`config.mk`:
```
export PLATFORM = sky130hd
export DESIGN_NAME = hub75_fb_writer
export DESIGN_NICKNAME = d
export VERILOG_FILES = /design/src/rtl/hub75_fb_writer_pkg.sv /design/src/rtl/hub75_fb_writer.sv
export SDC_FILE = /design/constraint.sdc
export NUM_CORES = 1
export LEC_CHECK = 0
export BUFFER_PORTS_ARGS = -buffer_cell sky130_fd_sc_hd__clkbuf_2
export CAP_MARGIN = 20
export CORE_MARGIN = 2
export CORE_UTILIZATION = 51
export CTS_CLUSTER_SIZE = 40
export DETAILED_ROUTE_END_ITERATION = 10
export GPL_ROUTABILITY_DRIVEN = 0
export PLACE_DENSITY = 0.75
export SETUP_SLACK_MARGIN = 0.15
export SLEW_MARGIN = 30
export SYNTH_ARGS = -nofsm -noshare
export SYNTH_HDL_FRONTEND = slang
export SYNTH_SLANG_ARGS = --single-unit
```
`constraint.sdc`:
```
create_clock -name clk -period 2.2 [get_ports clk]
set_clock_uncertainty 0.2 [all_clocks]
set_input_delay 0.44 -clock clk [delete_from_list [all_inputs] [get_ports clk]]
set_output_delay 0.44 -clock clk [all_outputs]
set_load 0.01 [all_outputs]
```
`src/rtl/hub75_fb_writer_pkg.sv`:
```
// Shared types for the hub75 frame buffer writer.
package hub75_fb_writer_pkg;

    // Writer sequencing: fill a line, commit it, flush the frame, wait for the swap.
    typedef enum logic [1:0] {
        ST_FILL  = 2'd0,
        ST_ROW   = 2'd1,
        ST_FLUSH = 2'd2,
        ST_SWAP  = 2'd3
    } fbw_state_t;

endpackage

```
`src/rtl/hub75_fb_writer.sv`:
```
// Producer side of the hub75 frame buffer write interface. Takes an SOF-marked
// raster pixel stream, writes each line into the line buffer, commits rows to
// the frame buffer and requests a front/back swap once a full frame is stored.
module hub75_fb_writer
    import hub75_fb_writer_pkg::*;
#(
    parameter int N_BANKS     = 2,
    parameter int N_ROWS      = 32,
    parameter int N_COLS      = 64,
    parameter int BITDEPTH    = 24,
    parameter int LOG_N_BANKS = $clog2(N_BANKS),
    parameter int LOG_N_ROWS  = $clog2(N_ROWS),
    parameter int LOG_N_COLS  = $clog2(N_COLS)
) (
    input  logic                   clk,
    input  logic                   rst,
    input  logic [BITDEPTH-1:0]    in_data,
    input  logic                   in_sof,
    input  logic                   in_valid,
    output logic                   in_ready,
    output logic [LOG_N_BANKS-1:0] fbw_bank_addr,
    output logic [LOG_N_ROWS-1:0]  fbw_row_addr,
    output logic                   fbw_row_store,
    input  logic                   fbw_row_rdy,
    output logic                   fbw_row_swap,
    output logic [BITDEPTH-1:0]    fbw_data,
    output logic [LOG_N_COLS-1:0]  fbw_col_addr,
    output logic                   fbw_wren,
    output logic                   frame_swap,
    input  logic                   frame_rdy,
    output logic                   fb_loaded,
    output logic                   stat_frame,
    output logic                   stat_resync
);

    // Line index = {bank, row}; the bank sits in the MSBs.
    localparam int LW = LOG_N_BANKS + LOG_N_ROWS;
    localparam logic [LW-1:0]         LAST_LINE = LW'(N_BANKS * N_ROWS - 1);
    localparam logic [LOG_N_COLS-1:0] LAST_COL  = LOG_N_COLS'(N_COLS - 1);

    fbw_state_t            state, state_next;
    logic [LOG_N_COLS-1:0] col, col_next;
    logic [LW-1:0]         line, line_next;
    logic [LW-1:0]         store_line, store_line_next;
    logic                  guard, guard_next;
    logic                  synced, synced_next;
    logic                  armed;
    logic                  accept;

    logic                  wren_next;
    logic [LOG_N_COLS-1:0] wcol_next;
    logic [BITDEPTH-1:0]   wdata_next;
    logic                  row_pulse, row_pulse_next;
    logic                  frame_pulse, frame_pulse_next;
    logic                  loaded_next;
    logic                  resync_next;

    // armed keeps in_ready low for the first cycle out of reset.
    assign in_ready = armed && (state == ST_FILL);
    assign accept   = in_valid && in_ready;

    // Row store and line buffer swap always fire together; frame swap and its stat pulse likewise.
    assign fbw_row_store = row_pulse;
    assign fbw_row_swap  = row_pulse;
    assign frame_swap    = frame_pulse;
    assign stat_frame    = frame_pulse;

    // Address of the committed row is latched when the store is issued, so it stays put
    // while the line counter has already moved on.
    assign fbw_bank_addr = store_line[LW-1 -: LOG_N_BANKS];
    assign fbw_row_addr  = store_line[LOG_N_ROWS-1:0];

    // State register.
    always_ff @(posedge clk or posedge rst) begin
        if (rst) begin
            state <= ST_FILL;
        end else begin
            state <= state_next;
        end
    end

    // Next-state, counter updates and next values of all registered outputs.
    always_comb begin
        state_next       = state;
        col_next         = col;
        line_next        = line;
        store_line_next  = store_line;
        guard_next       = guard;
        synced_next      = synced;
        wren_next        = 1'b0;
        wcol_next        = fbw_col_addr;
        wdata_next       = fbw_data;
        row_pulse_next   = 1'b0;
        frame_pulse_next = 1'b0;
        loaded_next      = fb_loaded;
        resync_next      = 1'b0;

        case (state)
            ST_FILL: begin
                if (accept) begin
                    if (in_sof) begin
                        // SOF restarts the raster; an SOF off (0,0) throws away the partial line/frame.
                        wren_next   = 1'b1;
                        wcol_next   = '0;
                        wdata_next  = in_data;
                        synced_next = 1'b1;
                        resync_next = (line != '0) || (col != '0);
                        line_next   = '0;
                        col_next    = LOG_N_COLS'(1);
                    end else if (synced) begin
                        wren_next  = 1'b1;
                        wcol_next  = col;
                        wdata_next = in_data;
                        if (col == LAST_COL) begin
                            col_next   = '0;
                            state_next = ST_ROW;
                        end else begin
                            col_next = col + 1'b1;
                        end
                    end
                    // Not yet synced: the pixel is consumed and dropped.
                end
            end

            ST_ROW: begin
                if (fbw_row_rdy) begin
                    row_pulse_next  = 1'b1;
                    store_line_next = line;
                    if (line == LAST_LINE) begin
                        guard_next = 1'b1;
                        state_next = ST_FLUSH;
                    end else begin
                        line_next  = line + 1'b1;
                        state_next = ST_FILL;
                    end
                end
            end

            ST_FLUSH: begin
                // The row-store engine may still report idle for the store just issued;
                // skip one cycle before trusting fbw_row_rdy.
                if (guard) begin
                    guard_next = 1'b0;
                end else if (fbw_row_rdy) begin
                    frame_pulse_next = 1'b1;
                    loaded_next      = 1'b1;
                    guard_next       = 1'b1;
                    state_next       = ST_SWAP;
                end
            end

            ST_SWAP: begin
                // Same one-cycle guard for frame_rdy after the swap request.
                if (guard) begin
                    guard_next = 1'b0;
                end else if (frame_rdy) begin
                    line_next  = '0;
                    state_next = ST_FILL;
                end
            end

            default: begin
                state_next = ST_FILL;
            end
        endcase
    end

    // Counters, flags and registered interface outputs.
    always_ff @(posedge clk or posedge rst) begin
        if (rst) begin
            col          <= '0;
            line         <= '0;
            store_line   <= '0;
            guard        <= 1'b0;
            synced       <= 1'b0;
            armed        <= 1'b0;
            fbw_wren     <= 1'b0;
            fbw_col_addr <= '0;
            fbw_data     <= '0;
            row_pulse    <= 1'b0;
            frame_pulse  <= 1'b0;
            fb_loaded    <= 1'b0;
            stat_resync  <= 1'b0;
        end else begin
            col          <= col_next;
            line         <= line_next;
            store_line   <= store_line_next;
            guard        <= guard_next;
            synced       <= synced_next;
            armed        <= 1'b1;
            fbw_wren     <= wren_next;
            fbw_col_addr <= wcol_next;
            fbw_data     <= wdata_next;
            row_pulse    <= row_pulse_next;
            frame_pulse  <= frame_pulse_next;
            fb_loaded    <= loaded_next;
            stat_resync  <= resync_next;
        end
    end

endmodule

```
# After elaboration in Yosys (flattened, before gate mapping)
# Cells that the tools add are included.
[op_classes]
add_sub_neg = 2
eq_ne = 17
n_mux = 39
n_bitwise = 1
reduce_logical = 16
[op_table]
columns = ["cell", "n"]
rows = [
  ["6-bit 2-to-1 mux", 11],
  ["24-bit 2-to-1 mux", 2],
  ["2-bit inequality test (second input constant)", 11],
  ["2-bit 2-to-1 mux", 10],
  ["6-bit case mux with 3 select lines", 1],
  ["1-bit 2-to-1 mux", 13],
  ["6-bit by 1-bit adder with 6-bit output (second input constant)", 2],
  ["6-bit equality test (second input constant)", 2],
  ["3-bit AND reduction", 4],
  ["6-bit nonzero test", 2],
  ["9-bit AND reduction", 1],
  ["2-bit case mux with 4 select lines", 1],
  ["7-bit AND reduction", 1],
  ["3-bit nonzero test", 2],
  ["2-bit equality test (second input constant)", 2],
  ["1-bit case mux with 3 select lines", 1],
  ["2-bit by 1-bit equality test with 1-bit output (second input constant)", 1],
  ["1-bit logical AND", 2],
  ["2-bit zero test", 1],
  ["2-bit by 1-bit inequality test with 1-bit output (second input constant)", 1],
  ["2-bit AND reduction", 1],
  ["2-bit nonzero test", 1],
  ["1-bit logical OR", 1],
  ["1-bit inverter", 1],
]
[word_totals]
register_bits = 58
inputBits = 30
out_inout_bits = 44
word_cells = 89

# Logic depth before layout (Yosys ltp)
# Gate-level depths: netlist of run 1.
[logic_depth]
depth_word = 6
ltp_mapped = 8
mapped_depth_nobuf = 6

# Worst setup path after synthesis of run 1
# OpenSTA, ideal clock, no wires.
[synth_path]
path_type = "register -> register"
startpoint = "register state[0]"
endpoint = "register (tool-made name)"
setup_ns = 0.125
t_arrival_ns = 1.481
t_required_ns = 1.875
setup_slack_ns = 0.394
stages_incl_launch_ff = 8
path_buffers = 1
synth_period_minus_slack_ns = 1.806
cell_sequence = "dfrtp_1 > inv_1 > ha_1 > buf_6 > nand3_4 > o41ai_2 > nand4_1 > mux2i_1"
[synth_lines]
columns = ["item", "line_no", "text"]
rows = [
  ["start, declared", "hub75_fb_writer.sv:41", "fbw_state_t state, state_next;"],
  ["start signal, assigned", "hub75_fb_writer.sv:78", "state <= state_next;"],
]

# Final worst setup path of run 1
[layout_path]
startpoint = "register state[0]"
endpoint = "output in_ready"
[layout_via]
elab_chain_len = 2
[layout_lines]
columns = ["item", "line_no", "text"]
rows = [
  ["2-bit zero test", "hub75_fb_writer.sv:59", "assign in_ready = armed && (state == ST_FILL);"],
  ["1-bit logical AND", "hub75_fb_writer.sv:59", ""],
  ["end, declared", "hub75_fb_writer.sv:20", "output logic in_ready,"],
]
# No other way between the ends.

==> run_results.csv, run 1 <==
group,metric,value,unit
outcome,outcome,"completed",
sta,setup_viol,0,
logic_synthesis,synthArstFlopShare,100,%
floorplanning,core_area,5040,um2
clocking,cts.root.buffer_cell,"sky130_fd_sc_hd__clkbuf_8",
drt,routedWlPerCell,12.5,um
global_routing,via_count_of_the_first_global_routing_pass,1845,
logic_synthesis,synth_top_flop_cell,"sky130_fd_sc_hd__dfrtp_1",
sta,finalMaxSlewViolations,0,
layout,num_antenna_cells,0,
worst_setup_path,critPathLaunch,"state[0]",
worst_setup_path,timing.critical_path.fanout_max,5,
worst_setup_path,timing.critical_path.to_type,"output port",
global_routing,grt_first_pass_wirelength,8.07,mm
logic_synthesis,synth.ff_latch_count,58,
logic_synthesis,netlist.top_cell.by_area,"sky130_fd_sc_hd__dfrtp_1",
floorplanning,die-area,5730,um2
worst_hold_path,worst_hold_path_type,"in -> reg",
worst_hold_path,worst_hold_path.endpoint,"fbw_data[18]",
pwr,final_total_pwr,4.00,mW
global_routing,grt_antenna_before_repair,0,
logic_synthesis,post_synth_main_area_contributors,"sky130_fd_sc_hd__dfrtp_1 55%, sky130_fd_sc_hd__nand2_1 12%, sky130_fd_sc_hd__ha_1 3.8%, sky130_fd_sc_hd__a22o_1 2.3%, sky130_fd_sc_hd__o21ai_0 2.3%",
floorplanning,die_w,75.7,um
placement,dp_hpwl,3.84,mm
logic_synthesis,mappedNetlistArea,2620,um2
floorplanning,io-pin-count,74,
clocking,tritoncts_num_sinks,58,
clocking,tritoncts,"done",
worst_hold_path,timing.hold.worst.start,"in_data[18]",
clocking,cts-root-to-sink-buffers,2,
layout,flow.area_growth_from_synthesis,25.5,%
layout,num-fill-cells,416,
placement,io_buffer_count,73,
clocking,cts_max_level,3,
logic_synthesis,synth_nets,303,
floorplanning,row_count,26,
pwr,power_density,1220,nW/um2
drt,totalWireLength,5.24,mm
run,cap_viol_max_count,0,
logic_synthesis,yosys_warnings,0,
floorplanning,floorplan.initialDensity,52.0,%
worst_setup_path,r2r_end,"line[3]",
drt,detail_route.first_pass.iterations,5,
drt,drc,0,
logic_synthesis,synth.most_common_cell,"sky130_fd_sc_hd__nand2_1",
layout,finish.net_count,383,
pwr,peak_supply_drop,0.661,mV
sta,setup-tns-final,0,ns
clocking,cts_made_buffers,9,
worst_setup_path,timing.reg2reg.setup_slack,0.28,ns
worst_setup_path,cp.buffers_inverters,2,
pwr,power.static_leakage,1.75,nW
clocking,clk_transition_reported_paths,0.06,ns
layout,register_area,1450,um2
worst_hold_path,worstHoldPathCells,3,
layout,fraction_of_final_layout_cells_sized_beyond_drive_strength_1,31.7,%
worst_setup_path,cp_cell_sequence,"inv_1, ha_4, and2_1, clkbuf_2",
logic_synthesis,yosysUniqueCellTypes,40,
worst_setup_path,critPathRequiredTime,1.56,ns
global_routing,grt_util_all_layers,18.9,%
layout,multi_input_comb_area,1060,um2
worst_setup_path,largest_stage_delay_worst_path,0.43,ns
sta,grt_setup_unrepaired,"no",
global_routing,grt_remaining_overflow,0,
sta,post-route-period-util,90.9,%
floorplanning,dieHeight,75.7,um
worst_setup_path,critPathTopFamily,"flip-flops",
worst_setup_path,worst_setup_start_kind,"flip-flop",
sta,final_period_minus_worst_setup_slack,2.00,ns
clocking,clk-insertion-delay-late,0.33,ns
logic_synthesis,syn_area_per_cell,9.90,um2
logic_synthesis,yosysTopAreaCellShare,55.3,%
logic_synthesis,post_synth_most_frequent_cells,"84 x sky130_fd_sc_hd__nand2_1, 58 x sky130_fd_sc_hd__dfrtp_1, 12 x sky130_fd_sc_hd__inv_1, 12 x sky130_fd_sc_hd__o21ai_0",
drt,route.detailed.vias_per_inst,5.10,
logic_synthesis,ys_seq_area_share,55.3,%
worst_setup_path,rr_worst_depth,6,
logic_synthesis,postSynthCellCount,265,
global_routing,grt_max_degree,27,
sta,hold_violation_total_from_the_final_report,0,
worst_setup_path,data_arrival_critical_path,1.36,ns
drt,postRouteAntennaNets,0,
worst_setup_path,cp_slowest_cell,"sky130_fd_sc_hd__dfrtp_1",
logic_synthesis,number_of_synthesized_flops_with_an_enable_pin,0,
sta,max_clock_freq,0.500,GHz
drt,first_iter_violations,128,
drt,via_count_of_the_routed_design,2142,
worst_setup_path,worstSetupPathType,"reg -> out",
[kinds of logic after synthesis]
| group | Yosys count | share of synthesized area, % |
|---|---|---|
| adders and majority gates | 8 | 3.82 |
| DFF | 58 | 55.3 |
| muxes | 4 | 1.67 |
| buffers and inverters | 25 | 5.01 |
| other | 1 | 0.143 |
| AOI/OAI and AO/OA | 47 | 13.4 |
| and+or+nand+nor | 122 | 20.6 |
[state kept, by name, summed over array words and instances, names as in the netlist, named ones only]
signal and cells:
synced 1, fbw_col_addr 6, line 6, col 6, store_line 6, armed 1
fbw_wren 1, state 1, fbw_data 24, frame_swap 1, fbw_row_store 1, stat_resync 1
guard 1, fb_loaded 1
[per-layer routing]
layer | track usage [%] | wire length, um | up-vias
li1 | - | - | 1049
met5 | 0 | 0 | -
met3 | 4.10 | 296 | 11
met4 | 9.94 | 104 | 0
met1 | 23.9 | 2350 | 1006
met2 | 30.4 | 2490 | 76
[metrics by stage]
step | hold WS, ns | util, % | cells | setup WS, ns | cell area, um2
2_1_floorplan | 0.301 | - | 265 | 0.394 | 2630
6_report | 0.0941 | 65.3 | 420 | 0.199 | 3290
3_5_place_dp | 0.261 | 60.7 | 403 | 0.242 | 3060
4_1_cts | 0.0885 | 65.1 | 420 | 0.158 | 3280
3_3_place_gp | 0.249 | 60.7 | 403 | 0.292 | 3060
5_1_grt | 0.0942 | 65.3 | 420 | 0.123 | 3290
[what timing repair did]
| item | in CTS | in global routing |
|---|---|---|
| resized for setup | 1 | 2 |
| setup endpoints to repair | 1 | 6 |
| endpoints found under the hold margin | 19 | 0 |
| hold buffers | 1 | 0 |
| buffers inserted | 0 | 0 |
[layout by cell type (no fill, tap or decap), types with 4 or more instances in the layout]
cell type / count
sky130_fd_sc_hd__a22o_1: 7
sky130_fd_sc_hd__inv_1: 11
sky130_fd_sc_hd__clkbuf_2: 73
sky130_fd_sc_hd__nor3_1: 4
sky130_fd_sc_hd__o21ai_0: 12
sky130_fd_sc_hd__a31oi_1: 7
sky130_fd_sc_hd__nor2_1: 7
sky130_fd_sc_hd__clkbuf_8: 11
sky130_fd_sc_hd__a21oi_1: 8
sky130_fd_sc_hd__nand3_1: 8
sky130_fd_sc_hd__buf_4: 6
sky130_fd_sc_hd__ha_1: 6
sky130_fd_sc_hd__dfrtp_1: 58
sky130_fd_sc_hd__nand2b_1: 5
sky130_fd_sc_hd__nand2_1: 84
[worst max path at each step]
stage	endpoint	slack, ns	depth (start not counted)
detailed placement	line[2]	0.24	5
finish	in_ready	0.20	4
global placement	line[2]	0.29	5
CTS	in_ready	0.16	4
global route	line[2]	0.12	6
floorplan	flip-flop	0.39	7
[final cells by class]
| cell class | instances | area share (%) |
|---|---|---|
| clock buffers | 12 | 4.71 |
| well taps | 70 | 2.66 |
| multi-input cells | 182 | 32.1 |
| flip-flops and latches | 58 | 44.1 |
| inverters | 13 | 1.60 |
| repair buffers | 81 | 13.4 |
| clock inverters | 4 | 1.52 |
[worst register-to-register path: stages (launching register included)]
cell	delay [ns]
sky130_fd_sc_hd__dfrtp_1	0.40
sky130_fd_sc_hd__inv_1	0.15
sky130_fd_sc_hd__ha_2	0.31
sky130_fd_sc_hd__inv_1	0.12
sky130_fd_sc_hd__a22oi_1	0.24
sky130_fd_sc_hd__a31oi_1	0.12
sky130_fd_sc_hd__a211o_1	0.28
[report_power, final]
group	total (mW)	internal (mW)	switching (mW)
registers	1.64	1.42	0.224
clock network	0.992	0.583	0.409
logic	1.37	0.583	0.787
total	4.00	2.58	1.42
Note: power is estimated with default switching activity, not from simulation.
==> run 2, diff against run 1 <==
- BUFFER_PORTS_ARGS: -buffer_cell sky130_fd_sc_hd__clkbuf_2 -> -buffer_cell sky130_fd_sc_hd__buf_2
- CORE_UTILIZATION: 51 -> 47
- PLACE_DENSITY: 0.75 -> 0.73
- clock period: 2.2 -> 1.8 ns (I/O delays scaled with it)
==> run_results.csv, run 2 (same netlist as run 1, synthesis figures left out) <==
group,metric,value,unit
drt,drc,0,
sta,setup-tns-final,-0.0754,ns
sta,finalMaxSlewViolations,0,
pwr,power.sequential.fraction,34.7,%
outcome,failed_checks,"negative setup slack",
worst_setup_path,critPathRequiredTime,1.24,ns
run,cap_viol_max_count,0,
floorplanning,floorplan.initialDensity,48.2,%
floorplanning,io-pin-count,74,
pwr,p_comb_share,42.1,%
layout,most-common-layout-cells,"79 x sky130_fd_sc_hd__nand2_1, 72 x sky130_fd_sc_hd__buf_2, 58 x sky130_fd_sc_hd__dfrtp_1",
worst_setup_path,worstSetupPathType,"reg -> out",
pwr,power.net_switching,1.99,mW
clocking,tritoncts_num_sinks,58,
drt,routedWlPerCell,13.9,um
global_routing,via_count_of_the_first_global_routing_pass,2234,
floorplanning,dieHeight,78.7,um
floorplanning,die_w,78.7,um
layout,layout.cell_area.non_filler,3810,um2
clocking,clk-insertion-delay-late,0.34,ns
outcome,outcome,"finished with violations",
sta,post-route-period-util,103,%
sta,hold_violation_total_from_the_final_report,0,
layout,flow.area_growth_from_synthesis,45.1,%
sta,final_period_minus_worst_setup_slack,1.85,ns
clocking,cts-root-to-sink-buffers,2,
layout,reg_with_most_ffs,"fbw_data",
layout,num-fill-cells,405,
layout,final_core_util,70.0,%
floorplanning,die-area,6200,um2
sta,setup_viol,4,
pwr,switching_share,34.9,%
global_routing,grt_antenna_before_repair,0,
placement,pre_cts_slack,-0.00884,ns
drt,totalWireLength,6.31,mm
worst_setup_path,timing.critical_path.to_type,"output port",
worst_setup_path,data_arrival_critical_path,1.29,ns
floorplanning,row_count,27,
layout,num_antenna_cells,0,
clocking,clk_transition_reported_paths,0.07,ns
worst_setup_path,timing.critical_path.fanout_max,2,
drt,first_iter_violations,126,
global_routing,grt_remaining_overflow,0,
placement,dp_hpwl,4.05,mm
pwr,power_density,1500,nW/um2
clocking,tritoncts,"done",
pwr,power.static_leakage,1.98,nW
drt,detail_route.first_pass.iterations,4,
drt,postRouteAntennaNets,0,
clocking,cts_made_buffers,9,
worst_setup_path,worst_setup_start_kind,"flip-flop",
layout,finish.net_count,417,
placement,dpl-instance-area,3210,um2
global_routing,grt_max_degree,59,
worst_hold_path,worst_hold_path_type,"in -> reg",
drt,via_count_of_the_routed_design,2307,
global_routing,grt_first_pass_wirelength,10.1,mm
layout,fraction_of_final_layout_cells_sized_beyond_drive_strength_1,44.6,%
sta,grt_setup_unrepaired,"yes",
floorplanning,core_area,5440,um2
drt,route.detailed.vias_per_inst,5.07,
sta,max_clock_freq,0.542,GHz
placement,io_buffer_count,73,
pwr,power.share.clock,23.2,%
pwr,peak_supply_drop,0.656,mV
clocking,cts.root.buffer_cell,"sky130_fd_sc_hd__clkbuf_8",
pwr,internal_power_summed_over_all_cells,3.71,mW
layout,mostFrequentLayoutCell,"sky130_fd_sc_hd__nand2_1",
clocking,cts_max_level,3,
global_routing,grt_util_all_layers,21.1,%
sta,worst_slack,-0.0450,ns
layout,largest_reg_flops,24,
## run 2: worst paths after layout
check | start | to | slack [ns] | depth (start not counted)
worst max register to register | flip-flop | line[3] | -0.02 | 7
worst min register to register | fbw_data[11] | fbw_data[11] | 0.27 | 2
min in group asynchronous | rst | fbw_data[2] | 0.46 | 4
worst max-delay path | flip-flop | in_ready | -0.05 | 5
worst min-delay path | in_data[22] | fbw_data[22] | 0.02 | 3
max in group asynchronous | rst | fbw_data[15] | 0.70 | 4
## run 2: area by class of cell
| class | count | area [um2] | share of cell area, % |
|---|---|---|---|
| well taps | 72 | 90.1 | 2.37 |
| clock buffers | 11 | 141 | 3.71 |
| multi-input cells | 182 | 1230 | 32.2 |
| inverters | 13 | 55.1 | 1.45 |
| clock inverters | 4 | 76.3 | 2.01 |
| repair buffers | 115 | 764 | 20.1 |
| flip-flops and latches | 58 | 1450 | 38.1 |
## run 2: worst max-delay path: stages, from the launching register on
cell and delay, ns:
sky130_fd_sc_hd__dfrtp_1 0.37, sky130_fd_sc_hd__inv_2 0.06, sky130_fd_sc_hd__ha_4 0.16, sky130_fd_sc_hd__buf_6 0.11, sky130_fd_sc_hd__and2_4 0.13, sky130_fd_sc_hd__buf_6 0.11
## run 2: layer usage
metal	track usage, %	routed length [um]	up-vias
met1	26.9	2630	1103
met3	5.57	390	8
met2	34.5	3220	75
li1	-	-	1121
met4	8.07	68	0
met5	0	0	-
## run 2: power groups by stage
stage	sequential [mW]	clock [mW]	combinational, mW
after global placement	1.97	0	1.86
final	1.98	1.32	2.40
after CTS	1.96	1.34	2.15
after detailed placement	1.98	0	1.90
after global routing	2.03	1.42	2.64
after floorplan	2.15	0	0.982
## run 2: timing repair
item	CTS	global route
endpoints found under the setup margin	42	49
hold buffers	1	0
buffers inserted	9	10
pin swaps	6	12
resized for setup	26	31
endpoints found under the hold margin	58	0
## run 2: through the flow
stage	cells	power, mW	hold slack (ns)
after floorplan	265	3.13	0.253
after global placement	420	3.83	0.246
after detailed placement	420	3.88	0.254
after CTS	445	5.45	0.00108
after global routing	455	6.10	0.00399
final	455	5.70	0.0156
